$ cat config.mk
export PLATFORM = sky130hd
export DESIGN_NAME = lfsr
export DESIGN_NICKNAME = d
export VERILOG_FILES = /design/src/rtl/lfsr_pkg.sv /design/src/rtl/lfsr_feedback.sv /design/src/rtl/lfsr.sv
export SDC_FILE = /design/constraint.sdc
export NUM_CORES = 1
export LEC_CHECK = 0
export CAP_MARGIN = 25
export CORE_AREA = 8 8 45 47
export DETAILED_ROUTE_END_ITERATION = 8
export DIE_AREA = 0 0 53 55
export PLACE_DENSITY = 0.6
export SKIP_CTS_REPAIR_TIMING = 1
export SYNTH_ARGS = -nofsm -noshare
export SYNTH_HDL_FRONTEND = slang
export SYNTH_HIERARCHICAL = 1
export SYNTH_SLANG_ARGS = --single-unit
$ cat constraint.sdc
create_clock -name clk -period 4.5 [get_ports clk]
set_clock_uncertainty 0.2 [all_clocks]
set_input_delay 0.9 -clock clk [delete_from_list [all_inputs] [get_ports clk]]
set_output_delay 0.9 -clock clk [all_outputs]
set_load 0.02 [all_outputs]
$ cat src/rtl/lfsr_pkg.sv
// Shared LFSR constants: maximal-length Fibonacci tap masks for widths 3..32,
// the default seed and the default 8-bit state type.
package lfsr_pkg;

  localparam int unsigned LFSR_MIN_WIDTH = 3;
  localparam int unsigned LFSR_MAX_WIDTH = 32;

  // Bit i set means state bit i feeds the XOR; the MSB is always part of the mask.
  localparam logic [2:0]  LFSR_TAPS_3  = 3'h6;
  localparam logic [3:0]  LFSR_TAPS_4  = 4'hC;
  localparam logic [4:0]  LFSR_TAPS_5  = 5'h14;
  localparam logic [5:0]  LFSR_TAPS_6  = 6'h30;
  localparam logic [6:0]  LFSR_TAPS_7  = 7'h60;
  localparam logic [7:0]  LFSR_TAPS_8  = 8'hB8;
  localparam logic [8:0]  LFSR_TAPS_9  = 9'h110;
  localparam logic [9:0]  LFSR_TAPS_10 = 10'h240;
  localparam logic [10:0] LFSR_TAPS_11 = 11'h500;
  localparam logic [11:0] LFSR_TAPS_12 = 12'h829;
  localparam logic [12:0] LFSR_TAPS_13 = 13'h100D;
  localparam logic [13:0] LFSR_TAPS_14 = 14'h2015;
  localparam logic [14:0] LFSR_TAPS_15 = 15'h6000;
  localparam logic [15:0] LFSR_TAPS_16 = 16'hD008;
  localparam logic [16:0] LFSR_TAPS_17 = 17'h12000;
  localparam logic [17:0] LFSR_TAPS_18 = 18'h20400;
  localparam logic [18:0] LFSR_TAPS_19 = 19'h40023;
  localparam logic [19:0] LFSR_TAPS_20 = 20'h90000;
  localparam logic [20:0] LFSR_TAPS_21 = 21'h140000;
  localparam logic [21:0] LFSR_TAPS_22 = 22'h300000;
  localparam logic [22:0] LFSR_TAPS_23 = 23'h420000;
  localparam logic [23:0] LFSR_TAPS_24 = 24'hE10000;
  localparam logic [24:0] LFSR_TAPS_25 = 25'h1200000;
  localparam logic [25:0] LFSR_TAPS_26 = 26'h2000023;
  localparam logic [26:0] LFSR_TAPS_27 = 27'h4000013;
  localparam logic [27:0] LFSR_TAPS_28 = 28'h9000000;
  localparam logic [28:0] LFSR_TAPS_29 = 29'h14000000;
  localparam logic [29:0] LFSR_TAPS_30 = 30'h20000029;
  localparam logic [30:0] LFSR_TAPS_31 = 31'h48000000;
  localparam logic [31:0] LFSR_TAPS_32 = 32'h80200003;

  localparam logic [7:0] LFSR_DEFAULT_SEED = 8'h01;

  typedef logic [7:0] lfsr_state_t;

  function automatic logic [31:0] lfsr_default_taps(input int unsigned width);
    logic [31:0] t;
    t = '0;
    case (width)
      3:  t = 32'(LFSR_TAPS_3);
      4:  t = 32'(LFSR_TAPS_4);
      5:  t = 32'(LFSR_TAPS_5);
      6:  t = 32'(LFSR_TAPS_6);
      7:  t = 32'(LFSR_TAPS_7);
      8:  t = 32'(LFSR_TAPS_8);
      9:  t = 32'(LFSR_TAPS_9);
      10: t = 32'(LFSR_TAPS_10);
      11: t = 32'(LFSR_TAPS_11);
      12: t = 32'(LFSR_TAPS_12);
      13: t = 32'(LFSR_TAPS_13);
      14: t = 32'(LFSR_TAPS_14);
      15: t = 32'(LFSR_TAPS_15);
      16: t = 32'(LFSR_TAPS_16);
      17: t = 32'(LFSR_TAPS_17);
      18: t = 32'(LFSR_TAPS_18);
      19: t = 32'(LFSR_TAPS_19);
      20: t = 32'(LFSR_TAPS_20);
      21: t = 32'(LFSR_TAPS_21);
      22: t = 32'(LFSR_TAPS_22);
      23: t = 32'(LFSR_TAPS_23);
      24: t = 32'(LFSR_TAPS_24);
      25: t = 32'(LFSR_TAPS_25);
      26: t = 32'(LFSR_TAPS_26);
      27: t = 32'(LFSR_TAPS_27);
      28: t = 32'(LFSR_TAPS_28);
      29: t = 32'(LFSR_TAPS_29);
      30: t = 32'(LFSR_TAPS_30);
      31: t = 32'(LFSR_TAPS_31);
      32: t = 32'(LFSR_TAPS_32);
      default: t = '0;
    endcase
    return t;
  endfunction

endpackage

$ cat src/rtl/lfsr_feedback.sv
// Combinational feedback bit of a Fibonacci LFSR: XOR-reduce of the tapped state bits.
module lfsr_feedback #(
  parameter int unsigned     WIDTH = 8,
  parameter logic [WIDTH-1:0] TAPS = 8'hB8
) (
  input  logic [WIDTH-1:0] q,
  output logic             fb
);

  always_comb begin
    fb = ^(q & TAPS);
  end

endmodule

$ cat src/rtl/lfsr.sv
// Free-running Fibonacci LFSR with zero-state lockup recovery.
// Optional LFSR_SEED_LOAD_EN adds the load/seed_in ports for run-time reseeding.
module lfsr
  import lfsr_pkg::*;
#(
  parameter int unsigned      WIDTH = 8,
  parameter logic [WIDTH-1:0] TAPS  = WIDTH'(lfsr_default_taps(WIDTH)),
  parameter logic [WIDTH-1:0] SEED  = WIDTH'(LFSR_DEFAULT_SEED)
) (
  input  logic             clk,
  input  logic             reset,
  input  logic             en,
`ifdef LFSR_SEED_LOAD_EN
  input  logic             load,
  input  logic [WIDTH-1:0] seed_in,
`endif
  output logic [WIDTH-1:0] q
);

  if (WIDTH < LFSR_MIN_WIDTH || WIDTH > LFSR_MAX_WIDTH) begin : g_bad_width
    $error("lfsr: WIDTH %0d outside 3..32", WIDTH);
  end
  if (SEED == '0) begin : g_bad_seed
    $error("lfsr: SEED must be nonzero");
  end
  if (!TAPS[WIDTH-1]) begin : g_bad_taps
    $error("lfsr: TAPS must include the MSB");
  end

  logic fb;

  lfsr_feedback #(
    .WIDTH (WIDTH),
    .TAPS  (TAPS)
  ) u_feedback (
    .q  (q),
    .fb (fb)
  );

  // Lockup recovery sits above en so an all-zero state never lasts past one edge.
  always_ff @(posedge clk) begin
    if (reset) begin
      q <= SEED;
`ifdef LFSR_SEED_LOAD_EN
    end else if (load) begin
      q <= (seed_in == '0) ? SEED : seed_in;
`endif
    end else if (q == '0) begin
      q <= SEED;
    end else if (en) begin
      q <= {q[WIDTH-2:0], fb};
    end
  end

endmodule

==> impl_metrics.yaml, run 1 <==
layout:
  largest_reg_flops: 8
  num-fill-cells: 154
  final_cell_mix: "10 x clkdlybuf4s50_1, 8 x dfxtp_1, 7 x mux2i_1, 7 x nor2_1, 3 x clkbuf_4"
  layout_commonest_cell: "clkdlybuf4s50_1"
  largest-register: "q"
  drive_gt1_share_pct: 9.52
  antennaDiodeCount: 0
  nets: 47
  syn_to_final_growth_pct: 38.2
  utilization_pct: 33.4
  reg_top3: "q: 8 flops"
setup_path:
  cp_max_fo: 5
  critPathKind: "reg -> out"
  critPathSlowestCell: "clkdlybuf4s50_1"
  path_buf_inv: 1
  cpPeakStageDelay_ps: 660
  worstPathArrival_ps: 1300
  crit_chain: "clkdlybuf4s50_1"
  end_kind: "output port"
  cp-start-kind: "flip-flop"
  critPathRequiredTime_ps: 3400
  path_delay_family: "buffers and inverters"
pwr:
  p_leak_nw: 0.194
  p_per_area_mw_per_mm2: 322
  ir_drop_mv: 0.119
run_status:
  status: "finished clean"
placement:
  hpwl_um: 493
  place_congestion: 0.665
  place_ws_ps: 1920
  port_buffers: 10
sta:
  rsz0062_at_grt: "no"
  worst_slack_ps: 2100
  fin_crit_sh_pct: 53.4
  hold_viol_final: 0
  slew_headroom_pct: 68.9
  tightest_slew_ps: 466
  fin_crit_ps: 2400
  max_clock_freq_ghz: 0.416
  finalSetupViolCount: 0
  finalSetupTns_ps: 0
  maxSlewViolCount: 0
routing:
  viasPerCell: 4.28
  drtIter0Drc: 12
  vias: 248
  avgRoutedWirePerCell_um: 11.8
  drc: 0
  first_pass_iters: 3
  ant_nets: 0
  wl_um: 685
yosys:
  synth_area_per_cell_um2: 10.8
  synth_cell_types: 10
  synth_nets: 34
  synth_cells: 31
  yosysWarningCount: 6
  synth_compound_area_share_pct: 2.62
  synth_xor_area_share_pct: 7.87
  synth_seq_cells: 8
  synth-adder-area-share_pct: 0
  synth_area_um2: 334
  synth_mux_area_share_pct: 25.5
  seq_area_frac_synth_pct: 47.9
  synth_top_family_by_area: "multiplexers"
  synth-simple-area-share_pct: 11.6
clock_network:
  cts_root_buffer: "clkbuf_4"
  clock_sinks: 8
  cts_buffers: 3
  clock_latency_ps: 250
  clkTransAtPathRegs_ps: 50
  h-tree-depth: 1
  cts_tree: "built"
  clk_path_buf_depth: 2
grt:
  antenna_found_initial: 0
  grt_overflow: 0
  first_global_vias: 242
  grtUsageTotal_pct: 5.04
  grt_max_degree: 9
  grt_pass1_wl_mm: 1.01
die:
  core_mm2: 0.00138
  fp.dieH_um: 55
  io_pins: 11
  start_util_pct: 24.1
  rows: 14
  die_w_um: 53
  dieArea_mm2: 0.00292
min_path:
  hp-class: "reg -> reg"
job:
  maxCapViolCount: 0
-- path summary, 6_finish.rpt --
kind         startpoint    to  slack (ps)  cells past startpoint
max                q[3]  q[3]        2100                      1
min                q[2]  q[2]         350                      2
max reg2reg        q[3]  q[0]        3010                      4
min reg2reg        q[2]  q[2]         350                      2
-- synth_stat cells --
cell / number / area share, %
a211o_1: 1 / 2.6
dfxtp_1: 8 / 48
buf_6: 1 / 3.4
mux2i_1: 7 / 21
xor2_1: 1 / 2.6
nor4_1: 2 / 3.7
mux2_4: 1 / 4.5
xnor2_1: 2 / 5.2
nor2_1: 7 / 7.9
buf_1: 1 / 1.1
-- stage by stage --
step,power (W),hold WS [ps],area (um2),std cells
finish,0.000149,349,462,58
global route,0.000159,374,462,58
CTS,0.000152,352,462,58
detailed placement,0.0000977,342,439,55
global placement,0.0000978,351,439,55
floorplan,0.0000903,405,334,31
-- layer usage --
| metal | vias up | share of wire [%] | wire (um) | global-route usage, % |
|---|---|---|---|---|
| met5 | - | 0 | 0 | 0 |
| met4 | 0 | 0 | 0 | 7.76 |
| met3 | 0 | 6.7 | 46 | 1.60 |
| met2 | 4 | 50 | 343 | 7.23 |
| met1 | 112 | 43 | 295 | 4.74 |
| li1 | 132 | - | - | - |
-- power breakdown --
group	switching [W]	leakage [nW]	internal [W]
Sequential	0.00000262	0.0652	0.0000736
Clock	0.0000223	0.0138	0.0000304
Combinational	0.00000892	0.115	0.0000109
-- logic make-up after synthesis --
family                 count (synthesis)
multiplexers                           8
XOR/XNOR                               3
AO/OA/AOI/OAI                          1
flip-flops                             8
buffers and inverters                  2
AND/OR/NAND/NOR                        9
-- cell type report --
| cell class | instances | area [um2] | area share (%) |
|---|---|---|---|
| clock buffer | 3 | 22.5 | 4.88 |
| multi-input combinational | 21 | 159 | 34.4 |
| timing repair buffer | 10 | 100 | 21.7 |
| sequential | 8 | 160 | 34.7 |
| tap | 16 | 20.0 | 4.34 |
Note: power is estimated with default switching activity, not from simulation.
==> run 2: changes to the inputs <==
- clock period: 4.5 -> 2.5 ns (I/O delays scaled with it)
==> run 2 against run 1 <==
Routed wire length up 4.4%. Sequential power up 80%. Clock power up 89%. Combinational power up 84%. Largest power group unchanged. Worst hold slack better by 2.8 ps. Non-clock buffer count up 1. Critical path depth unchanged. Cell area up 1.6%. Power up 84%.
==> impl_metrics.yaml, run 2 (synthesized netlist as in run 1, its figures left out) <==
clock_network:
  cts_tree: "built"
  cts_buffers: 3
  h-tree-depth: 1
  cts_root_buffer: "clkbuf_4"
  clock_latency_ps: 250
  clock_sinks: 8
  clkTransAtPathRegs_ps: 60
  clk_path_buf_depth: 2
setup_path:
  worstPathArrival_ps: 1310
  cp-start-kind: "flip-flop"
  path_buf_inv: 1
  critPathSlowestCell: "clkdlybuf4s50_1"
  critPathRequiredTime_ps: 1800
  critPathKind: "reg -> out"
  end_kind: "output port"
  path_delay_family: "buffers and inverters"
  crit_chain: "clkdlybuf4s50_1"
  cp_max_fo: 5
  cpPeakStageDelay_ps: 640
layout:
  multiInputGateArea_um2: 159
  syn_to_final_growth_pct: 40.4
  layout_commonest_cell: "clkdlybuf4s50_1"
  reg_top3: "q: 8 flops"
  largest_reg_flops: 8
  antennaDiodeCount: 0
  largest-register: "q"
  drive_gt1_share_pct: 11.6
  num-fill-cells: 157
  regArea_um2: 160
  final_cell_mix: "10 x clkdlybuf4s50_1, 8 x dfxtp_1, 7 x mux2i_1, 7 x nor2_1, 3 x clkbuf_4"
  nets: 48
routing:
  drtIter0Drc: 1
  vias: 255
  avgRoutedWirePerCell_um: 12.1
  viasPerCell: 4.32
  drc: 0
  wl_um: 715
  ant_nets: 0
  first_pass_iters: 4
placement:
  port_buffers: 10
  place_congestion: 0.647
  place_ws_ps: 604
die:
  fp.dieH_um: 55
  io_pins: 11
  rows: 14
  core_mm2: 0.00138
  start_util_pct: 24.1
  dieArea_mm2: 0.00292
  die_w_um: 53
sta:
  fin_crit_sh_pct: 80.3
  rsz0062_at_grt: "no"
  fin_crit_ps: 2010
  max_clock_freq_ghz: 0.498
  tightest_slew_ps: 286
  hold_viol_final: 0
  maxSlewViolCount: 0
  slew_headroom_pct: 80.8
  finalSetupTns_ps: 0
  worst_slack_ps: 493
  finalSetupViolCount: 0
run_status:
  status: "finished clean"
grt:
  antenna_found_initial: 0
  grtUsageTotal_pct: 5.64
  grt_max_degree: 9
  grt_overflow: 0
  grt_pass1_wl_mm: 1.17
  first_global_vias: 281
job:
  maxCapViolCount: 0
pwr:
  p_per_area_mw_per_mm2: 583
  ir_drop_mv: 0.146
  p_leak_nw: 0.199
min_path:
  hp-class: "reg -> reg"
==> run 2: worst min-delay path, delay by kind of cell, from the launching register on <==
kind	cells	cell delay (ps)
flops	1	330
mux	1	130
simple gates	1	50
==> run 2: final cells by class <==
type / instances / area share (%)
Clock buffer: 3 / 4.80
Multi-Input combinational cell: 21 / 33.9
Sequential cell: 8 / 34.1
Tap cell: 16 / 4.27
Timing Repair Buffer: 11 / 22.9
==> run 2: worst paths after layout <==
check | from | endpoint | slack [ps] | cells after the start
min reg2reg | q[6] | q[6] | 350 | 2
max | q[4] | q[4] | 490 | 1
max reg2reg | q[3] | q[0] | 990 | 4
min | q[6] | q[6] | 350 | 2
==> run 2: report_power, final <==
part	switching [W]	internal [W]	leakage, nW
registers	0.00000516	0.000132	0.0652
logic	0.0000161	0.0000205	0.120
clock network	0.0000445	0.0000550	0.0138
==> run 2: metal layers <==
metal	track usage (%)	share of wire, %	up-vias
met5	0	0	-
met3	1.34	5.3	2
met4	6.47	2.2	0
met2	9.18	51	6
li1	-	-	131
met1	5.50	42	116
==> run 2: per-stage QoR <==
stage	util, %	instance area (um2)	total power [W]	instances	hold WS (ps)
2_1_floorplan	-	334	0.000163	31	405
3_3_place_gp	32.3	447	0.000177	56	339
3_5_place_dp	32.3	447	0.000177	56	344
4_1_cts	33.9	469	0.000278	59	355
5_1_grt	33.9	469	0.000291	59	397
6_report	33.9	469	0.000274	59	352
==> variant 1: new RTL, settings of run 2 <==
The option `LFSR_SEED_LOAD_EN` is turned on by a define.
--- a/src/rtl/lfsr.sv
+++ b/src/rtl/lfsr.sv
@@ -2,2 +2,4 @@
 // Optional LFSR_SEED_LOAD_EN adds the load/seed_in ports for run-time reseeding.
+`define LFSR_SEED_LOAD_EN
+
 module lfsr
Interface: changed (added load and seed_in); port bits go from 11 to 20. No check against the original RTL was run, so the function may have changed too.
==> variant 1 against run 2 <==
Wire length grew 93%; cell area rose by 53%; largest power group unchanged; sequential cell count unchanged; power grew 38%; sequential power grew 16%; final cell count up 41%; critical path depth unchanged; setup slack worse by 0.048 ns; synthesized area increased by 45%; highest routed layer is now met3; first-iteration DRC count increased to 16 times the old value; register-to-register slack worse by 0.09 ns; non-clock buffer count rose by 10.
==> variant 1: results (changes against run 2) <==
[finish]
drive_gt1_share_pct = 11.94  ; was 11.63%
final_nets = 81  ; was 48

[setup_path]
reg2reg_slack_ns = 0.90  ; was 0.99 ns
cp.arrival_ns = 1.36  ; was 1.31 ns
cp-startpoint = q[3]$_SDFFE_PP0P_  ; was q[4]$_SDFFE_PP0P_
r2r-end = q[1]$_SDFFE_PP0P_  ; was q[0]$_SDFFE_PP1P_
r2r_start = q[7]$_SDFFE_PP0P_  ; was q[3]$_SDFFE_PP0P_
r2r_cells = 3  ; was 4

[worst_hold_path]
hold_path.startpoint = q[0]$_SDFFE_PP1P_  ; was q[6]$_SDFFE_PP0P_
hold_end = q[0]$_SDFFE_PP1P_  ; was q[6]$_SDFFE_PP0P_

[global_route]
grt_max_degree = 12  ; was 9
grt_use_total_pct = 10.56  ; was 5.638%
grt_pass1_wl_um = 2346  ; was 1173 um
grt_pass1_vias = 467  ; was 281

[pwr]
vdd_drop_max_v = 0.0002822  ; was 0.0001465 V
p_sw_mw = 0.1184  ; was 0.06582 mW
p_leak_nw = 0.2496  ; was 0.1992 nW

[timing]
fin_hold_ws_ns = 0.4007  ; was 0.3521 ns
slew_headroom_pct = 69.38  ; was 80.79%

[place]
port-buffer-count = 19  ; was 10

[yosys]
synth.net_count = 59  ; was 34
ys_top_cells_by_area = dfxtp_1, mux2i_1, a2111oi_0, a211oi_1, nor4_4  ; was dfxtp_1, mux2i_1, nor2_1, xnor2_1, mux2_4
synth_cell_type_count = 17  ; was 10
seq_area_frac_synth_pct = 32.99  ; was 47.94%

[detailed_routing]
drt-initial-drc-count = 16  ; was 1

[run_status]
status = complete, no violations  ; unchanged

[variant 1: cells by family (layout without fill, tap and decap cells)]
| group | after synthesis | count (layout) | share of synthesized area [%] |
|---|---|---|---|
| buffers and inverters | 4 | 24 | 3.609 |
| XOR/XNOR | 3 | 3 | 5.413 |
| AO/OA/AOI/OAI | 19 | 19 | 30.41 |
| AND/OR/NAND/NOR | 6 | 6 | 13.14 |
| flip-flops | 8 | 8 | 32.99 |
| multiplexers | 7 | 7 | 14.43 |
[variant 1: layout make-up]
| cell class | count | area [um2] |
|---|---|---|
| fillers | 132 | 668.1 |
| multi-input cells | 35 | 307.8 |
| repair buffers | 21 | 205.2 |
| flip-flops and latches | 8 | 160.2 |
| clock buffers | 3 | 22.52 |
| well taps | 16 | 20.02 |
[variant 1: worst max-delay path by stage]
stage / cells after the start / slack (ns) / end
after floorplan: 4 / 0.93 / q[6]$_SDFFE_PP0P_
after global placement: 4 / 0.34 / q[6]$_SDFFE_PP0P_
after detailed placement: 4 / 0.33 / q[5]$_SDFFE_PP0P_
after CTS: 1 / 0.42 / q[3]
after global routing: 1 / 0.39 / q[3]
final: 1 / 0.44 / q[3]
[variant 1: power by group through the flow]
| stage | Clock [mW] | Sequential (mW) | Combinational [mW] |
|---|---|---|---|
| after floorplan | 0 | 0.173 | 0.0534 |
| after global placement | 0 | 0.162 | 0.120 |
| after detailed placement | 0 | 0.162 | 0.120 |
| after CTS | 0.101 | 0.159 | 0.121 |
| after global routing | 0.107 | 0.161 | 0.130 |
| final | 0.0974 | 0.159 | 0.121 |
[variant 1: routing by layer]
| metal | up-vias | share of wire (%) | track usage (%) |
|---|---|---|---|
| met5 | - | 0 | 0 |
| met4 | 0 | 0 | 3.879 |
| met3 | 0 | 9.5 | 3.476 |
| met2 | 25 | 41 | 14.84 |
| met1 | 210 | 49 | 14.50 |
| li1 | 239 | - | - |
[variant 1: metrics by stage]
stage	area, um2	setup WS, ns	std cells
floorplan	485.5	0.9254	47
global placement	693.2	0.3432	80
detailed placement	693.2	0.3314	80
CTS	715.7	0.4212	83
global route	715.7	0.3940	83
finish	715.7	0.4449	83
==> variant 2: new RTL, settings of run 2 <==
Without the edit above. Reset style: asynchronous (`reset`), changed in one clocked block.
--- a/src/rtl/lfsr.sv
+++ b/src/rtl/lfsr.sv
@@ -40,3 +40,3 @@
   // Lockup recovery sits above en so an all-zero state never lasts past one edge.
-  always_ff @(posedge clk) begin
+  always_ff @(posedge clk or posedge reset) begin
     if (reset) begin
Function: differs if reset is asserted again (counterexample within 4 cycles, from zero or initial values and one cycle with reset high); with reset held inactive, the same outputs for 10 cycles.
==> variant 2 against run 2 <==
Non-clock buffer count decreased by 1; register-to-register slack improved by 0.15 ns; synthesized area increased by 4.9%; wire length decreased by 6.3%; cell area increased by 3.5%; setup slack got worse by 0.076 ns; sequential cell count unchanged; count of clock-buffer cells in the layout increased by 1.
Power is not compared: it rests on default switching activity, and its combinational part moved more than twofold at a synthesized area within 25%.
==> variant 2: results (changes against run 2) <==
[global_route]
grt_use_total_pct = 5.341  ; was 5.638%
grtUsageMet1_pct = 5.124  ; was 5.496%
gr-usage-met2_pct = 8.594  ; was 9.180%
grt_pass1_wl_um = 1117  ; was 1173 um
grt_use_met3_pct = 3.743  ; was 1.337%
grt_pass1_vias = 250  ; was 281
grt_max_degree = 10  ; was 9

[yosys]
ys_top_cells_by_area = dfrtp_1, mux2_2, dfstp_2, xnor2_1, nor4_1  ; was dfxtp_1, mux2i_1, nor2_1, xnor2_1, mux2_4
synth_common_cells = dfrtp_1, mux2_2, nor4_1, xnor2_1  ; was dfxtp_1, mux2i_1, nor2_1
seq_area_frac_synth_pct = 57.50  ; was 47.94%
synth.net_count = 27  ; was 34

[detailed_routing]
via_per_inst = 4.264  ; was 4.322
wl_met2_um = 323  ; was 362 um
wl_per_cell_um = 12.64  ; was 12.12 um
top_layer_used = met3  ; was met4
met1_length_um = 285  ; was 299 um
dr_wl_met3_um = 61  ; was 38 um

[place]
gp_congestion = 0.6420  ; was 0.6470
dp_slack_ns = 0.6037  ; was 0.6041 ns

[setup_path]
reg2reg_slack_ns = 1.14  ; was 0.99 ns
r2r_start = q[3]$_DFFE_PP0P_  ; was q[3]$_SDFFE_PP0P_
r2r_cells = 3  ; was 4
r2r-end = q[0]$_DFFE_PP1P_  ; was q[0]$_SDFFE_PP1P_
cp.arrival_ns = 1.38  ; was 1.31 ns
cp-startpoint = q[0]$_DFFE_PP1P_  ; was q[4]$_SDFFE_PP0P_
path_max_fanout = 4  ; was 5
crit_end = q[0]  ; was q[4]

[timing]
worst_slew_pin_slew_ns = 0.3538  ; was 0.2855 ns
fin_crit_sh_pct = 83.33  ; was 80.29%

[run_status]
status = complete, no violations  ; unchanged

[clock_network]
htreeDepth = 1  ; unchanged

[worst_hold_path]
hold_class = in2async  ; was reg2reg

[finish]
final_nets = 41  ; was 48
drive_gt1_share_pct = 29.73  ; was 11.63%

[pwr]
p_leak_nw = 0.1982

variant 2: cells by family after synthesis:
family	share of synthesized area [%]
flops	57.50
mux	22.50
xor+xnor	7.501
simple gates	5.358
compound gates	2.857
buf+inv	4.284
variant 2: cell type report:
type                            count  area (um2)
Tap cell                           16       20.02
Timing Repair Buffer               10       100.1
Multi-Input combinational cell     14       133.9
Clock buffer                        4       26.28
Fill cell                         148       898.4
Sequential cell                     8       201.4
Inverter                            1       3.754
variant 2: per-stage QoR:
step / cells / total power [mW] / instance area [um2] / hold WS [ns]
5_1_grt: 53 / 0.8039 / 485.5 / 0.3277
3_3_place_gp: 49 / 0.6540 / 459.2 / 0.3490
3_5_place_dp: 49 / 0.6604 / 459.2 / 0.3567
6_report: 53 / 0.7545 / 485.5 / 0.2910
4_1_cts: 53 / 0.7675 / 485.5 / 0.3004
2_1_floorplan: 24 / 0.4872 / 350.3 / 0.1149
